### src/rtl/ped_request_unit.sv
// Pedestrian request front end: synchronise, debounce, latch one request until ped_green acknowledges, then hold off.
// Optional PED_REQ_COUNT_EN adds a saturating 16-bit count of requests presented to the controller.
module ped_request_unit #(
  parameter int DEBOUNCE_CYCLES = 1000000,
  parameter int HOLDOFF_CYCLES  = 50000000
) (
  input  logic        clk,
  input  logic        rst,
  input  logic        btn_raw,
  input  logic        ped_green,
  output logic        ped_button_pressed,
  output logic        wait_lamp,
  output logic [3:0]  debug_state
`ifdef PED_REQ_COUNT_EN
  ,
  output logic [15:0] req_count
`endif
);

  localparam int DB_W = $clog2(DEBOUNCE_CYCLES);
  localparam int HO_W = (HOLDOFF_CYCLES > 1) ? $clog2(HOLDOFF_CYCLES) : 1;
  localparam logic [DB_W-1:0] DB_LAST = DB_W'(DEBOUNCE_CYCLES - 1);
  localparam logic [HO_W-1:0] HO_LAST = HO_W'(HOLDOFF_CYCLES - 1);

  typedef enum logic [1:0] {
    IDLE      = 2'd0,
    REQUESTED = 2'd1,
    SERVING   = 2'd2,
    HOLDOFF   = 2'd3
  } state_t;

  logic            s1, s2;
  logic            btn_clean, clean_q;
  logic [DB_W-1:0] db_cnt;
  logic [HO_W-1:0] ho_cnt;
  logic            pending;
  logic            press;
  state_t          state, next_state;
  logic            ho_clr, pend_set, pend_clr;

  // NOTE: all clocked state uses non-blocking assignments so every flop samples pre-edge values.
  always_ff @(posedge clk or posedge rst) begin
    if (rst) begin
      s1 <= 1'b0;
      s2 <= 1'b0;
    end else begin
      s1 <= btn_raw;
      s2 <= s1;
    end
  end

  // A level is accepted only after DEBOUNCE_CYCLES consecutive disagreeing samples.
  always_ff @(posedge clk or posedge rst) begin
    if (rst) begin
      btn_clean <= 1'b0;
      db_cnt    <= '0;
    end else if (s2 == btn_clean) begin
      db_cnt <= '0;
    end else if (db_cnt == DB_LAST) begin
      btn_clean <= s2;
      db_cnt    <= '0;
    end else begin
      db_cnt <= db_cnt + DB_W'(1);
    end
  end

  always_ff @(posedge clk or posedge rst) begin
    if (rst) clean_q <= 1'b0;
    else     clean_q <= btn_clean;
  end

  assign press = btn_clean & ~clean_q;

  always_ff @(posedge clk or posedge rst) begin
    if (rst) state <= IDLE;
    else     state <= next_state;
  end

  // NOTE: every always_comb output gets a default first so no path can infer a latch.
  always_comb begin
    next_state = state;
    ho_clr     = 1'b0;
    pend_set   = 1'b0;
    pend_clr   = 1'b0;
    unique case (state)
      IDLE: begin
        if (ped_green)  next_state = SERVING;
        else if (press) next_state = REQUESTED;
      end
      REQUESTED: begin
        if (ped_green) next_state = SERVING;
      end
      SERVING: begin
        if (!ped_green) begin
          next_state = HOLDOFF;
          ho_clr     = 1'b1;
          pend_clr   = 1'b1;
        end
      end
      HOLDOFF: begin
        if (ped_green) begin
          next_state = SERVING;
          pend_clr   = 1'b1;
        end else if (ho_cnt == HO_LAST) begin
          next_state = (pending | press) ? REQUESTED : IDLE;
          pend_clr   = 1'b1;
        end else begin
          pend_set = press;
        end
      end
      default: next_state = IDLE;
    endcase
  end

  always_ff @(posedge clk or posedge rst) begin
    if (rst) begin
      ho_cnt  <= '0;
      pending <= 1'b0;
    end else begin
      if (ho_clr)
        ho_cnt <= '0;
      else if (state == HOLDOFF && ho_cnt != HO_LAST)
        ho_cnt <= ho_cnt + HO_W'(1);

      if (pend_clr)      pending <= 1'b0;
      else if (pend_set) pending <= 1'b1;
    end
  end

  assign ped_button_pressed = (state == REQUESTED);
  assign wait_lamp          = (state == REQUESTED);
  assign debug_state        = {2'b00, state};

`ifdef PED_REQ_COUNT_EN
  logic enter_req;
  assign enter_req = (next_state == REQUESTED) && (state != REQUESTED);

  always_ff @(posedge clk or posedge rst) begin
    if (rst)
      req_count <= 16'd0;
    else if (enter_req && req_count != 16'hFFFF)
      req_count <= req_count + 16'd1;
  end
`endif

endmodule
### config.mk
export PLATFORM = sky130hd
export DESIGN_NAME = ped_request_unit
export DESIGN_NICKNAME = d
export VERILOG_FILES = /design/src/rtl/ped_request_unit.sv
export SDC_FILE = /design/constraint.sdc
export NUM_CORES = 1
export LEC_CHECK = 0
export CAP_MARGIN = 25
export CORE_MARGIN = 4
export CORE_UTILIZATION = 54
export DETAILED_ROUTE_END_ITERATION = 8
export PLACE_DENSITY = 0.85
export SYNTH_ARGS = -nofsm -noshare
export SYNTH_HDL_FRONTEND = slang
export SYNTH_SLANG_ARGS = --single-unit
### constraint.sdc
create_clock -name clk -period 1.5 [get_ports clk]
set_input_delay 0.3 -clock clk [delete_from_list [all_inputs] [get_ports clk]]
set_output_delay 0.3 -clock clk [all_outputs]
set_load 0.005 [all_outputs]
# [Yosys cells after proc, flatten, opt, wreduce, memory -nomap -nowiden]
# Cells that the tools add are included.
[totals] wordCells=53 in_bits=4 output_inout_bits=6 register_bits=53
[op_classes] n_mux=22 eq_ne=11 reduce_logical=6 bitwise_logic=4 n_addsub=2
[op_table] op="26-bit two-way mux" count=2
[op_table] op="20-bit two-way mux" count=2
[op_table] op="26-bit by 1-bit adder with 26-bit output, second input constant" count=1
[op_table] op="26-bit == test, second input constant" count=1
[op_table] op="26-bit != test, second input constant" count=1
[op_table] op="20-bit by 1-bit adder with 20-bit output, second input constant" count=1
[op_table] op="20-bit == test, second input constant" count=1
[op_table] op="2-bit two-way mux" count=6
[op_table] op="1-bit two-way mux" count=10
[op_table] op="2-bit one-hot mux with 4 select lines" count=1
[op_table] op="3-bit != test, second input constant" count=2
[op_table] op="2-bit == test, second input constant" count=2
[op_table] op="2-bit != test, second input constant" count=2
[op_table] op="4-bit AND reduction" count=1
[op_table] op="2-bit nonzero test" count=2
[op_table] op="2-bit by 1-bit == test with 1-bit output, second input constant" count=1
[op_table] op="2-bit logical NOT" count=1
[op_table] op="1-bit inverter" count=2
[op_table] op="1-bit one-hot mux with 2 select lines" count=1
[op_table] op="2-bit AND reduction" count=1
[op_table] op="1-bit AND" count=1
[op_table] op="1-bit == test" count=1
[op_table] op="1-bit logical AND" count=1
[op_table] op="1-bit bitwise OR" count=1

# [Longest topological paths before layout]
[depth] word_depth=7 depth_mapped=8 ltp_nobuf=6

# [Worst setup path after synthesis]
# OpenSTA, ideal clock, no wires.
[synth_timing] kind="register to register" startpoint="register state[1]" endpoint="register ho_cnt[25]" required_time_ns=1.423 n_path_buf=1 synth_period_minus_slack_ns=1.669 path_stages_with_launch=7 setup_ns=0.077 t_arrival_ns=1.592 setup_slack_ns=-0.169 path_cell_list="dfrtp_1 -> buf_2 -> nand2_1 -> nor3_4 -> nand3_2 -> or3_1 -> a21oi_1"
[synth_between] elab_chain_len=3 word_cells_on_any_way=6 classes_between="eq/ne: 2; mux: 2; reduce/logical: 2"
[synth_lines] element="from (decl)" line_no="38" rtl="state_t state, next_state;"
[synth_lines] element="from (signal assigned)" line_no="76" rtl="else state <= next_state;"
[synth_lines] element="2-bit == test (on tied branches)" line_no="85, 122"
[synth_lines] element="1-bit two-way mux or 1-bit logical AND (tied branches)" line_no="85, 122"
[synth_lines] element="26-bit two-way mux or 2-bit nonzero test (tied branches)"
[synth_lines] element="to (signal assigned)" line_no="123" rtl="ho_cnt <= ho_cnt + HO_W'(1);"
[synth_lines] element="to (decl)" line_no="35" rtl="logic [HO_W-1:0] ho_cnt;"
# Parallel ways exist; a longest one is shown, timed or not.
# A chain may end at the register's enable or synchronous reset.

# [Worst setup path after layout]
[layout_timing] startpoint="register ho_cnt[15]" endpoint="register ho_cnt[20]"
[layout_between] elab_chain_len=3 word_cells_on_any_way=6 classes_between="add/sub: 1; eq/ne: 1; mux: 2; reduce/logical: 2"
[layout_lines] element="26-bit by 1-bit adder with 26-bit output or 26-bit != test (tied branches)" line_no="123, 122"
[layout_lines] element="26-bit two-way mux or 1-bit logical AND (tied branches)" line_no="122" rtl="else if (state == HOLDOFF && ho_cnt != HO_LAST)"
[layout_lines] element="26-bit two-way mux or 2-bit nonzero test (tied branches)"
# Parallel ways exist; a longest one is shown, timed or not. The select of a mux whose other input is x is not followed.

==> results.yml <==
status:
  outcome: "complete, but fails checks"
  violations: "negative setup slack"
setup_path:
  slowest_stage: "dfrtp_1"
  end_kind: "flip-flop"
  max_stage_delay_ns: 0.40
  worstPathArrival_ns: 1.92
  crit_path_max_fanout: 7
  worstSetupPathType: "flip-flop to flip-flop"
  path_cells: "nand4_1, buf_4, nor3_4, buf_4, nand4_1, xor2_1, nor2_1"
  cp-start-kind: "flip-flop"
  crit_required_ns: 1.71
synthesis:
  yosysWarnings: 0
  synthArstFlopShare: 1.00
  synth.distinct_cells: 41
  ys_seq_area_frac: 0.507
  synth_edf_count: 0
  ys.flop_type: "dfrtp_1"
  ys_ff_latch: 53
  synth.avg_cell_area_um2: 9.80
  synth_cells: 267
  synthesis.area_um2: 2620
route:
  drcViolationCount: 0
  ant_nets: 0
  vias: 2567
  viasPerCell: 5.96
  wl_um: 8760
  wire_per_inst_um: 20.3
  firstDrtPassIters: 4
  drt_iter0_markers: 187
timing:
  rsz0062_at_grt: "yes"
  period_share: 1.14
  fin_setup_tns_ns: -3.54
  maxSlewViolCount: 0
  setup_slack_ns: -0.212
  finalCriticalPeriod_ns: 1.71
  max_freq_ghz: 0.584
  finalHoldViolCount: 0
  skew_ns: 0.00925
  setup_violations: 43
place:
  dp.cells: 395
  hpwl_um: 4100
  io_buffer_count: 7
  gp_congestion: 0.812
grt:
  grt_overflow_total: 0
  grt.total_usage: 0.243
  grt_pass1_wl_um: 11500
  grt_start_max_net_pins: 24
  antenna_found_initial: 0
  grt_pass1_vias: 2496
power:
  powerDensity_nw_per_um2: 709
  vdd_drop_max_mv: 0.853
  p_leak_nw: 1.82
layout:
  finalNonFillerCells: 431
  area_delta_synth_final_pct: 47.6
  drive_gt1_frac: 0.429
  n_antenna_cell: 0
  fill_cells: 248
  nNetsFinal: 369
floorplanning:
  rows: 25
  core_area_um2: 4720
  die_area_um2: 6020
  ioPinCount: 10
  initial_core_util: 0.554
  fp.dieW_um: 77.6
  die_y_um: 77.6
flow_run:
  drv_cap: 0
cts:
  clk_pin_slew_worst_paths_ns: 0.11
  root_buffer: "clkbuf_8"
  cts_tree: "yes"
  clock_sinks: 53
  insertion_delay_ns: 0.33
  clockBufferDepth: 2
  htreeDepth: 2
  numCtsBuffers: 5
  cts_hold_buf: 0
worst_hold_path:
  hold_path.class: "input port to async pin"
==> cell families (layout without fill, tap and decap cells) <==
logic type      count (synthesis)  in the layout  synth area share
simple gates                  134            134             0.269
flops                          53             53             0.507
xor+xnor                       31             31             0.104
compound gates                 28             28            0.0727
buf+inv                        17            113            0.0320
fa+ha+maj                       2              2           0.00956
other cells                     1              2           0.00143
mux                             1              1           0.00430
==> power breakdown <==
part | switching, mW | total [mW] | internal [mW]
sequential | 0.0359 | 1.50 | 1.46
clock | 0.532 | 0.916 | 0.385
combinational | 0.168 | 0.323 | 0.155
total | 0.735 | 2.74 | 2.00
==> timing repair <==
item,in CTS,in global routing
endpoints found under the setup margin,47,53
gates resized for setup,32,50
endpoints found under the hold margin,0,0
setup buffers,10,17
pin swaps,26,30
gates cloned,0,1
==> layout make-up <==
cell class	count	area (µm²)	share of cell area
clock buffer	6	82.6	0.0214
clock inverter	2	17.5	0.00454
inverter	6	26.3	0.00680
multi-input combinational	198	1460	0.378
sequential	53	1330	0.345
tap	67	83.8	0.0217
timing repair buffer	99	860	0.223
==> path summary, 6_finish.rpt <==
check,slack [ns],cells past startpoint,from,end
hold reg to reg,0.37,0,s1,s2
max in group asynchronous,0.77,3,rst,db_cnt[6]
setup / recovery,-0.21,7,ho_cnt[15],ho_cnt[20]
setup reg to reg,-0.21,7,ho_cnt[15],ho_cnt[20]
hold / removal,0.30,2,rst,s1
min in group clk,0.37,0,s1,s2
==> cells in the mapped netlist, types with 2 or more instances <==
library cell,count,area share
and3_1,6,0.014
nor2_1,39,0.056
and4_1,4,0.013
o21ai_0,6,0.011
nor3_1,4,0.0077
nor3_4,2,0.012
o211ai_1,6,0.017
nor4b_1,2,0.0067
or3_1,2,0.0048
a21oi_1,4,0.0077
nand3_1,18,0.034
ha_1,2,0.0096
dfrtp_1,53,0.51
nor4_1,4,0.0096
buf_4,4,0.011
inv_1,6,0.0086
xor2_1,27,0.090
nand2_1,28,0.040
nand2b_1,2,0.0048
nand4_1,11,0.026
buf_2,4,0.0077
clkbuf_1,3,0.0043
and2_1,4,0.0096
or4_1,2,0.0057
o31ai_1,5,0.014
xnor2_1,4,0.013
==> layout by cell type (no fill, tap or decap), drive strengths merged, types with 2 or more instances in the layout <==
cell / count
a21oi: 4
and2: 4
and3: 6
and4: 4
buf: 93
clkbuf: 8
clkdlybuf4s50: 3
conb: 2
dfrtp: 53
ha: 2
inv: 6
nand2: 28
nand2b: 2
nand3: 19
nand4: 12
nor2: 39
nor3: 6
nor4: 4
nor4b: 2
o211ai: 6
o21ai: 6
o31ai: 5
or3: 2
or4: 2
xnor2: 4
xor2: 27
==> critical path, delay by kind of cell (launching register included) <==
family | cells | cell delay, ns
flip-flops | 1 | 0.40
AND/OR/NAND/NOR | 4 | 0.61
buffers and inverters | 2 | 0.39
XOR/XNOR | 1 | 0.20
==> flip-flops by register name, indices dropped and copies added, names as in the netlist <==
name	flops
clean_q	1
state	2
s1	1
btn_clean	1
ho_cnt	26
s2	1
pending	1
db_cnt	20
==> per-stage QoR <==
step	power, mW	util	area, µm²	setup WS [ns]	hold slack (ns)
after floorplan	1.63	-	2680	-0.0846	0.331
after CTS	2.64	0.753	3560	-0.103	0.313
after global routing	2.81	0.818	3860	-0.255	0.304
final	2.74	0.818	3860	-0.212	0.301
after detailed placement	1.75	0.691	3260	-0.174	0.340
after global placement	1.73	0.691	3260	-0.148	0.334
==> per-layer routing <==
layer	global-route usage	wire, µm	part of all wire
met2	0.458	4940	0.56
met4	0.128	364	0.042
met1	0.251	2960	0.34
met3	0.0452	502	0.057
met5	0	0	0
Note: power is estimated with default switching activity, not from simulation.
